<file path="src/rtl/countdown_timer_pkg.sv">
// Shared types and constants for the mm:ss BCD countdown timer.
package countdown_timer_pkg;

  typedef enum logic [1:0] {
    IDLE    = 2'd0,
    RUN     = 2'd1,
    PAUSE   = 2'd2,
    EXPIRED = 2'd3
  } state_t;

  localparam int unsigned DIGIT_W  = 4;
  localparam int unsigned ONES_MAX = 9;

  // Nibble offsets inside the packed {m_tens, m_ones, s_tens, s_ones} word.
  localparam int unsigned S_ONES_LSB = 0;
  localparam int unsigned S_TENS_LSB = 4;
  localparam int unsigned M_ONES_LSB = 8;
  localparam int unsigned M_TENS_LSB = 12;

endpackage

</file>
<file path="src/rtl/countdown_timer_digit.sv">
// One BCD down-counting digit with saturating load and borrow output.
module bcd_down_digit
  import countdown_timer_pkg::*;
#(
  parameter int unsigned MAX = 9
) (
  input  logic               clk,
  input  logic               rst,
  input  logic               en,
  input  logic               ld,
  input  logic [DIGIT_W-1:0] ld_val,
  output logic [DIGIT_W-1:0] digit,
  output logic               borrow_out
);

  localparam logic [DIGIT_W-1:0] MAX_D = DIGIT_W'(MAX);
  localparam logic [DIGIT_W-1:0] ONE_D = DIGIT_W'(1);

  // Borrow ripples combinationally so the whole chain settles in one cycle.
  assign borrow_out = en && (digit == '0);

  // Load clamps to MAX; decrement wraps 0 -> MAX.
  always_ff @(posedge clk) begin
    if (rst) begin
      digit <= '0;
    end else if (ld) begin
      digit <= (ld_val > MAX_D) ? MAX_D : ld_val;
    end else if (en) begin
      digit <= (digit == '0) ? MAX_D : digit - ONE_D;
    end
  end

endmodule

</file>
<file path="src/rtl/countdown_timer.sv">
// Loadable mm:ss BCD countdown timer with run/pause control and expiry pulse.
module countdown_timer
  import countdown_timer_pkg::*;
#(
  parameter int unsigned SEC_TENS_MAX = 5,
  parameter int unsigned MIN_TENS_MAX = 5
) (
  input  logic        clk,
  input  logic        rst,
  input  logic        tick,
  input  logic        load,
  input  logic [15:0] load_val,
  input  logic        start,
  input  logic        stop,
  output logic [15:0] cnt,
  output logic        running,
  output logic        done
);

  state_t state, state_n;
  logic   done_n;
  logic   ld, dec, is_zero, expiring;
  logic   b_s_ones, b_s_tens, b_m_ones;
  logic   unused_borrow;

  assign is_zero  = (cnt == '0);
  assign expiring = (cnt == 16'h0001);
  assign ld       = load && (state != RUN);
  assign dec      = (state == RUN) && tick && !stop && !is_zero;

  bcd_down_digit #(.MAX(ONES_MAX)) u_s_ones (
    .clk(clk), .rst(rst), .en(dec), .ld(ld),
    .ld_val(load_val[S_ONES_LSB +: DIGIT_W]),
    .digit(cnt[S_ONES_LSB +: DIGIT_W]), .borrow_out(b_s_ones)
  );

  bcd_down_digit #(.MAX(SEC_TENS_MAX)) u_s_tens (
    .clk(clk), .rst(rst), .en(b_s_ones), .ld(ld),
    .ld_val(load_val[S_TENS_LSB +: DIGIT_W]),
    .digit(cnt[S_TENS_LSB +: DIGIT_W]), .borrow_out(b_s_tens)
  );

  bcd_down_digit #(.MAX(ONES_MAX)) u_m_ones (
    .clk(clk), .rst(rst), .en(b_s_tens), .ld(ld),
    .ld_val(load_val[M_ONES_LSB +: DIGIT_W]),
    .digit(cnt[M_ONES_LSB +: DIGIT_W]), .borrow_out(b_m_ones)
  );

  // Borrow out of the top digit would mean underflow, which dec gating prevents.
  bcd_down_digit #(.MAX(MIN_TENS_MAX)) u_m_tens (
    .clk(clk), .rst(rst), .en(b_m_ones), .ld(ld),
    .ld_val(load_val[M_TENS_LSB +: DIGIT_W]),
    .digit(cnt[M_TENS_LSB +: DIGIT_W]), .borrow_out(unused_borrow)
  );

  // Next-state and expiry pulse; load beats start, stop beats start and tick.
  always_comb begin
    state_n = state;
    done_n  = 1'b0;
    unique case (state)
      IDLE, PAUSE: begin
        if (load) begin
          state_n = IDLE;
        end else if (start && !stop && !is_zero) begin
          state_n = RUN;
        end
      end
      RUN: begin
        if (stop) begin
          state_n = PAUSE;
        end else if (dec && expiring) begin
          state_n = EXPIRED;
          done_n  = 1'b1;
        end
      end
      EXPIRED: begin
        if (load) begin
          state_n = IDLE;
        end
      end
      default: state_n = IDLE;
    endcase
  end

  // State and registered outputs.
  always_ff @(posedge clk) begin
    if (rst) begin
      state   <= IDLE;
      running <= 1'b0;
      done    <= 1'b0;
    end else begin
      state   <= state_n;
      running <= (state_n == RUN);
      done    <= done_n;
    end
  end

endmodule

</file>
<file path="config.mk">
export PLATFORM = sky130hd
export DESIGN_NAME = countdown_timer
export DESIGN_NICKNAME = d
export VERILOG_FILES = /design/src/rtl/countdown_timer_pkg.sv /design/src/rtl/countdown_timer_digit.sv /design/src/rtl/countdown_timer.sv
export SDC_FILE = /design/constraint.sdc
export NUM_CORES = 1
export LEC_CHECK = 0
export BUFFER_PORTS_ARGS = -buffer_cell sky130_fd_sc_hd__buf_4
export CORE_AREA = 4 4 54 75
export CTS_CLUSTER_SIZE = 24
export DETAILED_ROUTE_END_ITERATION = 6
export DIE_AREA = 0 0 58 79
export PLACE_DENSITY_LB_ADDON = 0.2
export SLEW_MARGIN = 5
export SYNTH_ARGS = -nofsm -noshare
export SYNTH_HDL_FRONTEND = slang
export SYNTH_SLANG_ARGS = --single-unit
export TNS_END_PERCENT = 30
</file>
<file path="constraint.sdc">
create_clock -name clk -period 2.3 [get_ports clk]
set_input_delay 0.115 -clock clk [delete_from_list [all_inputs] [get_ports clk]]
set_output_delay 0.115 -clock clk [all_outputs]
set_load 0.005 [all_outputs]
</file>
==> flow_summary.yaml <==
status:
  run_status: "finished, final reports clean"
clock_tree:
  h-tree-depth: 1
  cts_num_sinks: 20
  cts_tree: "done"
  cts_buffers: 3
  post_cts_buffers: 0
  clockBufferDepth: 2
  worstSkewPairLatency_ps: 260
  clockRootBuffer: "clkbuf_8"
  clkSlewWorstSetupHoldPaths_ps: 70
  cts_resized: 0
  ctsHoldBuffers: 0
synthesis:
  ys_warn_count: 0
  synthXorXnorAreaFrac_pct: 1.53
  yosys_register_bits: 20
  synth-edff-count: 0
  synth_mux_area_share_pct: 1.86
  synth_flop_cell: "dfxtp_1"
  synth_simple_gate_area_share_pct: 31.8
  synth_nets: 161
  syn_area_mm2: 0.00114
  synth_fa_ha_area_share_pct: 0
  synth-compound-area-share_pct: 25.2
  synth_top_family_by_area: "simple AND/OR/NAND/NOR gates"
  syn_avg_cell_area_um2: 8.24
  syn_inst: 139
  ys_types: 43
  yosysSeqAreaShare_pct: 35.0
  async_flop_share_pct: 0
critical_path:
  cp.required_ps: 2450
  cpPeakStageDelay_ps: 560
  cp-start-kind: "flop"
  r2r_end: "u_m_tens.digit[1]"
  crit_chain: "or4_4, and4bb_1, nor3b_1, mux2_2, a32o_1"
  worst_path_max_delay_cell: "or4_4"
  rrSetupSlack_ps: 250
  path_class: "reg -> reg"
  endpoint: "u_m_tens.digit[1]"
  cp.arrival_ps: 2200
  crit_fanout: 5
  r2r_cells: 5
  reg2reg_from: "u_m_ones.digit[0]"
  worst_setup_path_end_kind: "flop"
  crit_path_start: "u_m_ones.digit[0]"
global_routing:
  grt_pass1_wl_mm: 5.63
  grt_max_degree: 20
  grt-ovfl-total: 0
  antenna_found_initial: 0
  grt_pass1_vias: 1283
  grt.total_usage_pct: 15.3
power:
  power_switching_mw: 0.231
  leakagePower_nw: 0.620
  swShare_pct: 27.5
  power_density_mw_per_mm2: 549
  peakVddDrop_v: 0.000259
  pwr-share-seq_pct: 46.7
  finalPower_mw: 0.841
  clkPwrFrac_pct: 32.1
  intPower_mw: 0.609
  combPwrFrac_pct: 21.2
route:
  ant_nets: 0
  drt-total-wl_mm: 3.32
  remaining_drc_errors: 0
  route.vias.total: 1220
  drt_first_iter_violations: 35
  viasPerCell: 5.57
  routedWlPerCell_um: 15.1
  firstDrtPassIters: 4
floorplanning:
  placementRows: 25
  initial_core_util_pct: 33.9
  core_mm2: 0.00338
  die_x_um: 58
  die-area_mm2: 0.00458
  ioPinCount: 40
  die_h_um: 79
min_path:
  worst_hold_path_type: "in -> reg"
sta:
  skew_ps: 0.818
  fin_tns_setup_ps: 0
  min_period_ps: 2050
  fin_crit_sh_pct: 89.0
  hold_slack_ps: 129
  rsz0062_at_grt: "false"
  setup_viol: 0
  slew_violations: 0
  finalHoldViolations: 0
  max_freq_mhz: 488
  worstMarginPinSlew_ps: 404
  relSlewSlack_pct: 72.4
  layout_setup_ws_ps: 252
final_layout:
  area_growth_pct: 33.8
  final_area_mm2: 0.00153
  nets: 202
  final_core_utilization_pct: 45.3
  n_fill_cell: 356
  n_antenna_cell: 0
  layout-drive-gt1-share_pct: 29.6
  layout.cells.non_filler: 219
place:
  dpl.hpwl_mm: 2.60
  place_ws_ps: 257
  io_buffers: 39
  dpl-instance-area_mm2: 0.00148
  gp_congestion: 0.799
  dpl.cell_count: 215
run:
  maxCapViolCount: 0
## power by group through the flow
stage	combinational [mW]	clock (mW)	sequential, mW
floorplan	0.0912	0	0.396
global placement	0.176	0	0.398
detailed placement	0.179	0	0.400
CTS	0.180	0.280	0.392
global route	0.199	0.294	0.397
finish	0.178	0.270	0.393
## registers in the layout, summed over array words and instances (netlist names)
register        flops
u_s_ones.digit      4
u_m_ones.digit      4
u_s_tens.digit      4
done                1
u_m_tens.digit      4
running             1
state               2
## per-layer routing
metal  part of all wire [%]  global-route usage, %  vias up
met5                      0                      0        -
met4                   0.93                   5.10        0
met3                    4.8                   2.60        4
met2                     55                   28.7       29
met1                     39                   16.7      578
li1                       -                      -      609
## worst min-delay path by stage
stage                     cells past startpoint                end          from
after detailed placement                      2  u_m_tens.digit[1]  load_val[13]
after floorplan                               1  u_m_tens.digit[1]  load_val[13]
after CTS                                     2  u_m_tens.digit[1]  load_val[13]
after global placement                        2  u_m_tens.digit[1]  load_val[13]
after global routing                          2  u_m_tens.digit[1]  load_val[13]
final                                         2  u_m_tens.digit[1]  load_val[13]
## logic make-up (layout without fill, tap and decap cells)
family	Yosys count	count (layout)
compound gates	41	41
xor+xnor	2	2
buf+inv	11	51
flops	20	20
mux	2	2
simple gates	63	63
## layout make-up
type	instances	area, um2	area share (%)
Clock buffer	4	55.1	3.59
Sequential cell	20	400	26.1
Timing Repair Buffer	42	315	20.6
Tap cell	40	50.0	3.27
Inverter	5	18.8	1.23
Multi-Input combinational cell	108	692	45.2
## synth_stat cells (all sizes together), types with 2 or more instances
cell type  instances  area (um2)
dfxtp             20         400
nor2              19        71.3
nor3              10        50.1
nand2              9        33.8
a21oi              8        40.0
a211oi             6        45.0
inv                5        18.8
clkbuf             4        15.0
nor4               4        25.0
o21ai              4        20.0
or4                4        33.8
a2111oi            3        26.3
a311oi             3        26.3
a31oi              3        18.8
nand2b             3        26.3
o21a               3        22.5
o31ai              3        22.5
a41oi              2        17.5
buf                2        18.8
nand3b             2        15.0
nor3b              2        15.0
or2                2        12.5
or3                2        17.5
## cells in the final DEF, fill, tap and decap left out, types with 2 or more instances in the layout
| cell type | n |
|---|---|
| buf_4 | 42 |
| dfxtp_1 | 20 |
| nor2_1 | 19 |
| nor3_1 | 10 |
| nand2_1 | 9 |
| a21oi_1 | 8 |
| a211oi_1 | 6 |
| inv_1 | 5 |
| o21ai_0 | 4 |
| nor4_1 | 4 |
| clkbuf_8 | 4 |
| or4_1 | 3 |
| o31ai_1 | 3 |
| a31oi_1 | 3 |
| a311oi_1 | 3 |
| o21a_1 | 3 |
| a2111oi_0 | 3 |
| nand2b_1 | 2 |
| nand3b_1 | 2 |
| a41oi_1 | 2 |
| nor3b_1 | 2 |
| or2_2 | 2 |
## worst max-delay path: cells and delay by family (launching register included)
kind	cells	cell delay, ps
mux	1	350
compound gates	1	200
simple gates	3	1030
flops	1	360
No activity file was read; power rests on OpenSTA's default activity.
